**config.mk**
```make
export PLATFORM = sky130hd
export DESIGN_NAME = serial_adder
export DESIGN_NICKNAME = d
export VERILOG_FILES = /design/src/rtl/serial_adder.sv
export SDC_FILE = /design/constraint.sdc
export NUM_CORES = 1
export LEC_CHECK = 0
export CORE_MARGIN = 8
export CORE_UTILIZATION = 35
export CTS_BUF_LIST = sky130_fd_sc_hd__clkbuf_4
export CTS_CLUSTER_DIAMETER = 40
export DETAILED_ROUTE_END_ITERATION = 6
export PLACE_DENSITY = 0.6
export SYNTH_ARGS = -nofsm -noshare
export SYNTH_HDL_FRONTEND = slang
export SYNTH_SLANG_ARGS = --single-unit
```
**constraint.sdc**
```tcl
create_clock -name clk -period 3.97 [get_ports clk]
set_input_delay 0.794 -clock clk [delete_from_list [all_inputs] [get_ports clk]]
set_output_delay 0.794 -clock clk [all_outputs]
set_load 0.02 [all_outputs]
```
**src/rtl/serial_adder.sv**
```systemverilog
// serial_adder: bit-serial adder, LSB first, one bit per clock.
// Two half-adder cells plus a registered carry form the full-adder slice.
// An add started at edge E0 finishes at edge E_WIDTH with a one-cycle
// done pulse. The earliest next start is at E_WIDTH+2.
//
// Ports:
//   clk    rising-edge clock
//   rst_n  synchronous active-low reset
//   start  add request, sampled only in IDLE
//   a, b   operands, captured when start is accepted
//   cin    carry-in, captured when start is accepted
//   busy   high in ADD and DONE
//   done   one-cycle completion pulse
//   sum    result, held until the next completion
//   cout   carry-out of bit WIDTH-1, held with sum
//   ovf    two's-complement overflow, held with sum
//
// Optional feature, macro SERIAL_ADDER_OVF_EN:
//   defined   -> ovf = carry into MSB ^ carry out of MSB, registered with sum
//   undefined -> ovf is tied to 0
module serial_adder #(
  parameter int unsigned WIDTH = 8
) (
  input  logic             clk,
  input  logic             rst_n,
  input  logic             start,
  input  logic [WIDTH-1:0] a,
  input  logic [WIDTH-1:0] b,
  input  logic             cin,
  output logic             busy,
  output logic             done,
  output logic [WIDTH-1:0] sum,
  output logic             cout,
  output logic             ovf
);

  localparam int unsigned CW = (WIDTH > 1) ? $clog2(WIDTH) : 1;

  typedef enum logic [1:0] {
    IDLE = 2'd0,
    ADD  = 2'd1,
    DONE = 2'd2
  } state_t;

  state_t           state;
  logic [WIDTH-1:0] a_sh;
  logic [WIDTH-1:0] b_sh;
  logic [WIDTH-1:0] res_sh;
  logic             carry;
  logic [CW-1:0]    cnt;

  // Full-adder slice built from two half-adder cells
  logic ha0_s, ha0_c, ha1_s, ha1_c;
  logic bit_s, bit_c;
  logic last;

  assign ha0_s = a_sh[0] ^ b_sh[0];
  assign ha0_c = a_sh[0] & b_sh[0];
  assign ha1_s = ha0_s ^ carry;
  assign ha1_c = ha0_s & carry;
  assign bit_s = ha1_s;
  assign bit_c = ha0_c | ha1_c;

  assign last  = (cnt == CW'(WIDTH - 1));

  // Control FSM and datapath registers
  always_ff @(posedge clk) begin
    if (!rst_n) begin
      state  <= IDLE;
      busy   <= 1'b0;
      done   <= 1'b0;
      sum    <= '0;
      cout   <= 1'b0;
      a_sh   <= '0;
      b_sh   <= '0;
      res_sh <= '0;
      carry  <= 1'b0;
      cnt    <= '0;
    end else begin
      done <= 1'b0;
      case (state)
        IDLE: begin
          if (start) begin
            state <= ADD;
            busy  <= 1'b1;
            a_sh  <= a;
            b_sh  <= b;
            carry <= cin;
            cnt   <= '0;
          end
        end
        ADD: begin
          a_sh   <= a_sh >> 1;
          b_sh   <= b_sh >> 1;
          res_sh <= {bit_s, res_sh[WIDTH-1:1]};
          carry  <= bit_c;
          cnt    <= cnt + CW'(1);
          if (last) begin
            state <= DONE;
            done  <= 1'b1;
            sum   <= {bit_s, res_sh[WIDTH-1:1]};
            cout  <= bit_c;
          end
        end
        DONE: begin
          state <= IDLE;
          busy  <= 1'b0;
        end
        default: begin
          state <= IDLE;
          busy  <= 1'b0;
        end
      endcase
    end
  end

`ifdef SERIAL_ADDER_OVF_EN
  // While the MSB is being added, carry holds the carry into that bit
  always_ff @(posedge clk) begin
    if (!rst_n) begin
      ovf <= 1'b0;
    end else if (state == ADD && last) begin
      ovf <= carry ^ bit_c;
    end
  end
`else
  assign ovf = 1'b0;
`endif

endmodule

```
==> impl_metrics.env <==
export IMPL_grt_pass1_vias=1256
export IMPL_peakVddDrop_uv=174.0
export IMPL_yosysUniqueCellTypes=29
export IMPL_status="complete, no violations"
export IMPL_fin_crit_sh=0.5519
export IMPL_cts_clk_slew_worst_paths_ns=0.11
export IMPL_syn_area_um2=1669
export IMPL_crit_end="res_sh[4]"
export IMPL_drt_initial_drc_count=49
export IMPL_end_kind="flop"
export IMPL_cts_root_buf="clkbuf_4"
export IMPL_skew_ns=0.005103
export IMPL_yosys_cell_count_top_type="dfxtp_1"
export IMPL_port_buffers=30
export IMPL_internal_power_uw=527.3
export IMPL_synthFlopType="dfxtp_1"
export IMPL_clk_path_buf_depth=2
export IMPL_drive_gt1_frac=0.08955
export IMPL_ys_warn_count=0
export IMPL_grt_pass1_wl_mm=5.540
export IMPL_relSlewSlack=0.2821
export IMPL_cts_hold_fix_buffers=0
export IMPL_ys_ff_latch=40
export IMPL_post_cts_resized=0
export IMPL_setup_viol=0
export IMPL_cap_viol_max_count=0
export IMPL_ioPinCount=32
export IMPL_max_freq_mhz=456.4
export IMPL_vias=1253
export IMPL_power_frac_comb=0.127
export IMPL_hold_viol_final=0
export IMPL_setup_tns_ns=0
export IMPL_start_kind="primary input"
export IMPL_clkPwrFrac=0.261
export IMPL_die_w_um=85.06
export IMPL_drv_slew=0
export IMPL_clkLatencyLatePin_ns=0.34
export IMPL_die_y_um=85.06
export IMPL_synth_edf_count=0
export IMPL_grt_max_degree=28
export IMPL_dieArea_um2=7234
export IMPL_seq_power_share=0.612
export IMPL_postCtsSetupRepairBufs=0
export IMPL_hold_class="reg -> reg"
export IMPL_drt_pass1_iter_count=4
export IMPL_cts_tree="built"
export IMPL_yosys_top_cells_count="dfxtp_1, nor2_1, nand2_1, a21boi_0, o221ai_2"
export IMPL_rrSetupSlack_ns=2.23
export IMPL_synth_cells=177
export IMPL_drtAntennaViolNets=0
export IMPL_p_per_area_nw_per_um2=353.3
export IMPL_drc=0
export IMPL_crit_fanout=27
export IMPL_wirelength_mm=3.124
export IMPL_rsz0062_at_grt="false"
export IMPL_areaGrowthSynthToFinish_pct=20.01
export IMPL_r2r_start="state[1]"
export IMPL_fill_cells=494
export IMPL_reg2reg_to="cnt[0]"
export IMPL_p_sw_uw=180.4
export IMPL_syn_nets=200
export IMPL_cts_made_buffers=5
export IMPL_p_leak_uw=0.0007049
export IMPL_h_tree_depth=2
export IMPL_rr_worst_depth=3
export IMPL_drt_wirelength_per_cell_um=12.25
export IMPL_switching_share=0.2549
export IMPL_vias_per_cell=4.914
export IMPL_worst_slew_pin_slew_ns=1.077
export IMPL_place_hpwl_mm=2.134
export IMPL_yosysTopAreaCellShare=0.4798
export IMPL_async_flop_share=0
export IMPL_placeableCoreArea_um2=4661
export IMPL_seq_area_frac_synth=0.4798
export IMPL_grt_usage=0.09381
export IMPL_row_count=25
export IMPL_placed_area_um2=1958
export IMPL_antenna_found_initial=0
export IMPL_avgSynthCellArea_um2=9.430
export IMPL_n_antenna_cell=0
export IMPL_period_minus_slack_ns=2.191
export IMPL_initial_core_util=0.3581
export IMPL_synthTopCellsByArea="dfxtp_1, o221ai_2, a21boi_0, nor2_1, nand2_1"
export IMPL_synth_top_cell_by_area="dfxtp_1"
export IMPL_crit_type="in -> reg"
export IMPL_place_congestion=0.6781
export IMPL_setup_worst_path_start="rst_n"
export IMPL_clock_sinks=40
export IMPL_critical_path_required_ns=4.24
export IMPL_arrival_ns=2.46
export IMPL_nets=224
export IMPL_postLayoutCellArea_um2=2003
export IMPL_overflow=0
## worst min-delay path by stage
| stage | from | end | slack, ns | cells past startpoint |
|---|---|---|---|---|
| floorplan | b_sh[1] | b_sh[1] | 0.44 | 2 |
| global placement | sum[4] | sum[4] | 0.45 | 2 |
| detailed placement | sum[1] | sum[1] | 0.46 | 2 |
| CTS | sum[1] | sum[1] | 0.47 | 2 |
| global route | sum[3] | sum[3] | 0.49 | 2 |
| finish | sum[4] | sum[4] | 0.47 | 2 |
## layout by cell type, fill, tap and decap left out, types with 2 or more instances in the layout
master	instances
clkdlybuf4s50_1	30
nor2_1	32
clkbuf_4	5
o221ai_1	5
a21boi_0	16
clkinv_1	2
nand2b_1	2
nand2_1	23
buf_4	2
nand3_1	9
o221ai_2	10
nor2b_1	5
a22oi_1	4
dfxtp_1	40
and3_1	2
ha_1	2
## area by class of cell
class,instances,area (um^2),share of cell area
Inverter,1,3.754,0.001874
Tap cell,54,67.56,0.03373
Sequential cell,40,800.8,0.3998
Multi-Input combinational cell,121,770.7,0.3848
Clock buffer,5,37.54,0.01874
Clock inverter,2,7.507,0.003748
Timing Repair Buffer,32,315.3,0.1574
## worst max-delay path, stage by stage
cell and delay, ns:
clkdlybuf4s50_1 1.16, buf_4 0.31, a21boi_0 0.19
## cells by family after synthesis
kind of cell               count (synthesis)  share of synthesized area
buffers and inverters                     16                    0.05847
other                                      1                   0.002247
and+or+nand+nor                           77                     0.2024
DFF                                       40                     0.4798
adders and majority gates                  3                    0.02698
muxes                                      1                   0.005997
AOI/OAI and AO/OA                         39                     0.2241
## per-stage QoR
| step | util | power (uW) | setup WS, ns | hold WS (ns) | std cells |
|---|---|---|---|---|---|
| floorplan | - | 505.4 | 2.252 | 0.4407 | 177 |
| global placement | 0.4201 | 533.5 | 1.402 | 0.4524 | 248 |
| detailed placement | 0.4201 | 534.0 | 1.376 | 0.4560 | 248 |
| global route | 0.4298 | 747.9 | 1.633 | 0.4863 | 255 |
| CTS | 0.4298 | 721.2 | 1.748 | 0.4725 | 255 |
| finish | 0.4298 | 707.6 | 1.779 | 0.4654 | 255 |
## per-layer routing
metal,part of all wire,GRT usage,wire [um]
met5,0,0,0
met4,0.022,0.04854,69
met3,0.057,0.03282,178
met2,0.43,0.1541,1347
met1,0.49,0.1044,1528
## registers in the layout, summed over array words and instances, names as in the netlist
register	count
a_sh	8
b_sh	8
sum	8
res_sh	7
cnt	3
state	2
busy	1
carry	1
cout	1
done	1
## power by group through the flow
stage / clock network [uW] / registers (uW) / logic [uW]
6_report: 185 / 433 / 89.7
5_1_grt: 210 / 436 / 102
4_1_cts: 196 / 434 / 91.5
3_5_place_dp: 0 / 443 / 91.3
3_3_place_gp: 0 / 443 / 90.7
2_1_floorplan: 0 / 440 / 65.4
(Power assumes the default switching activity.)
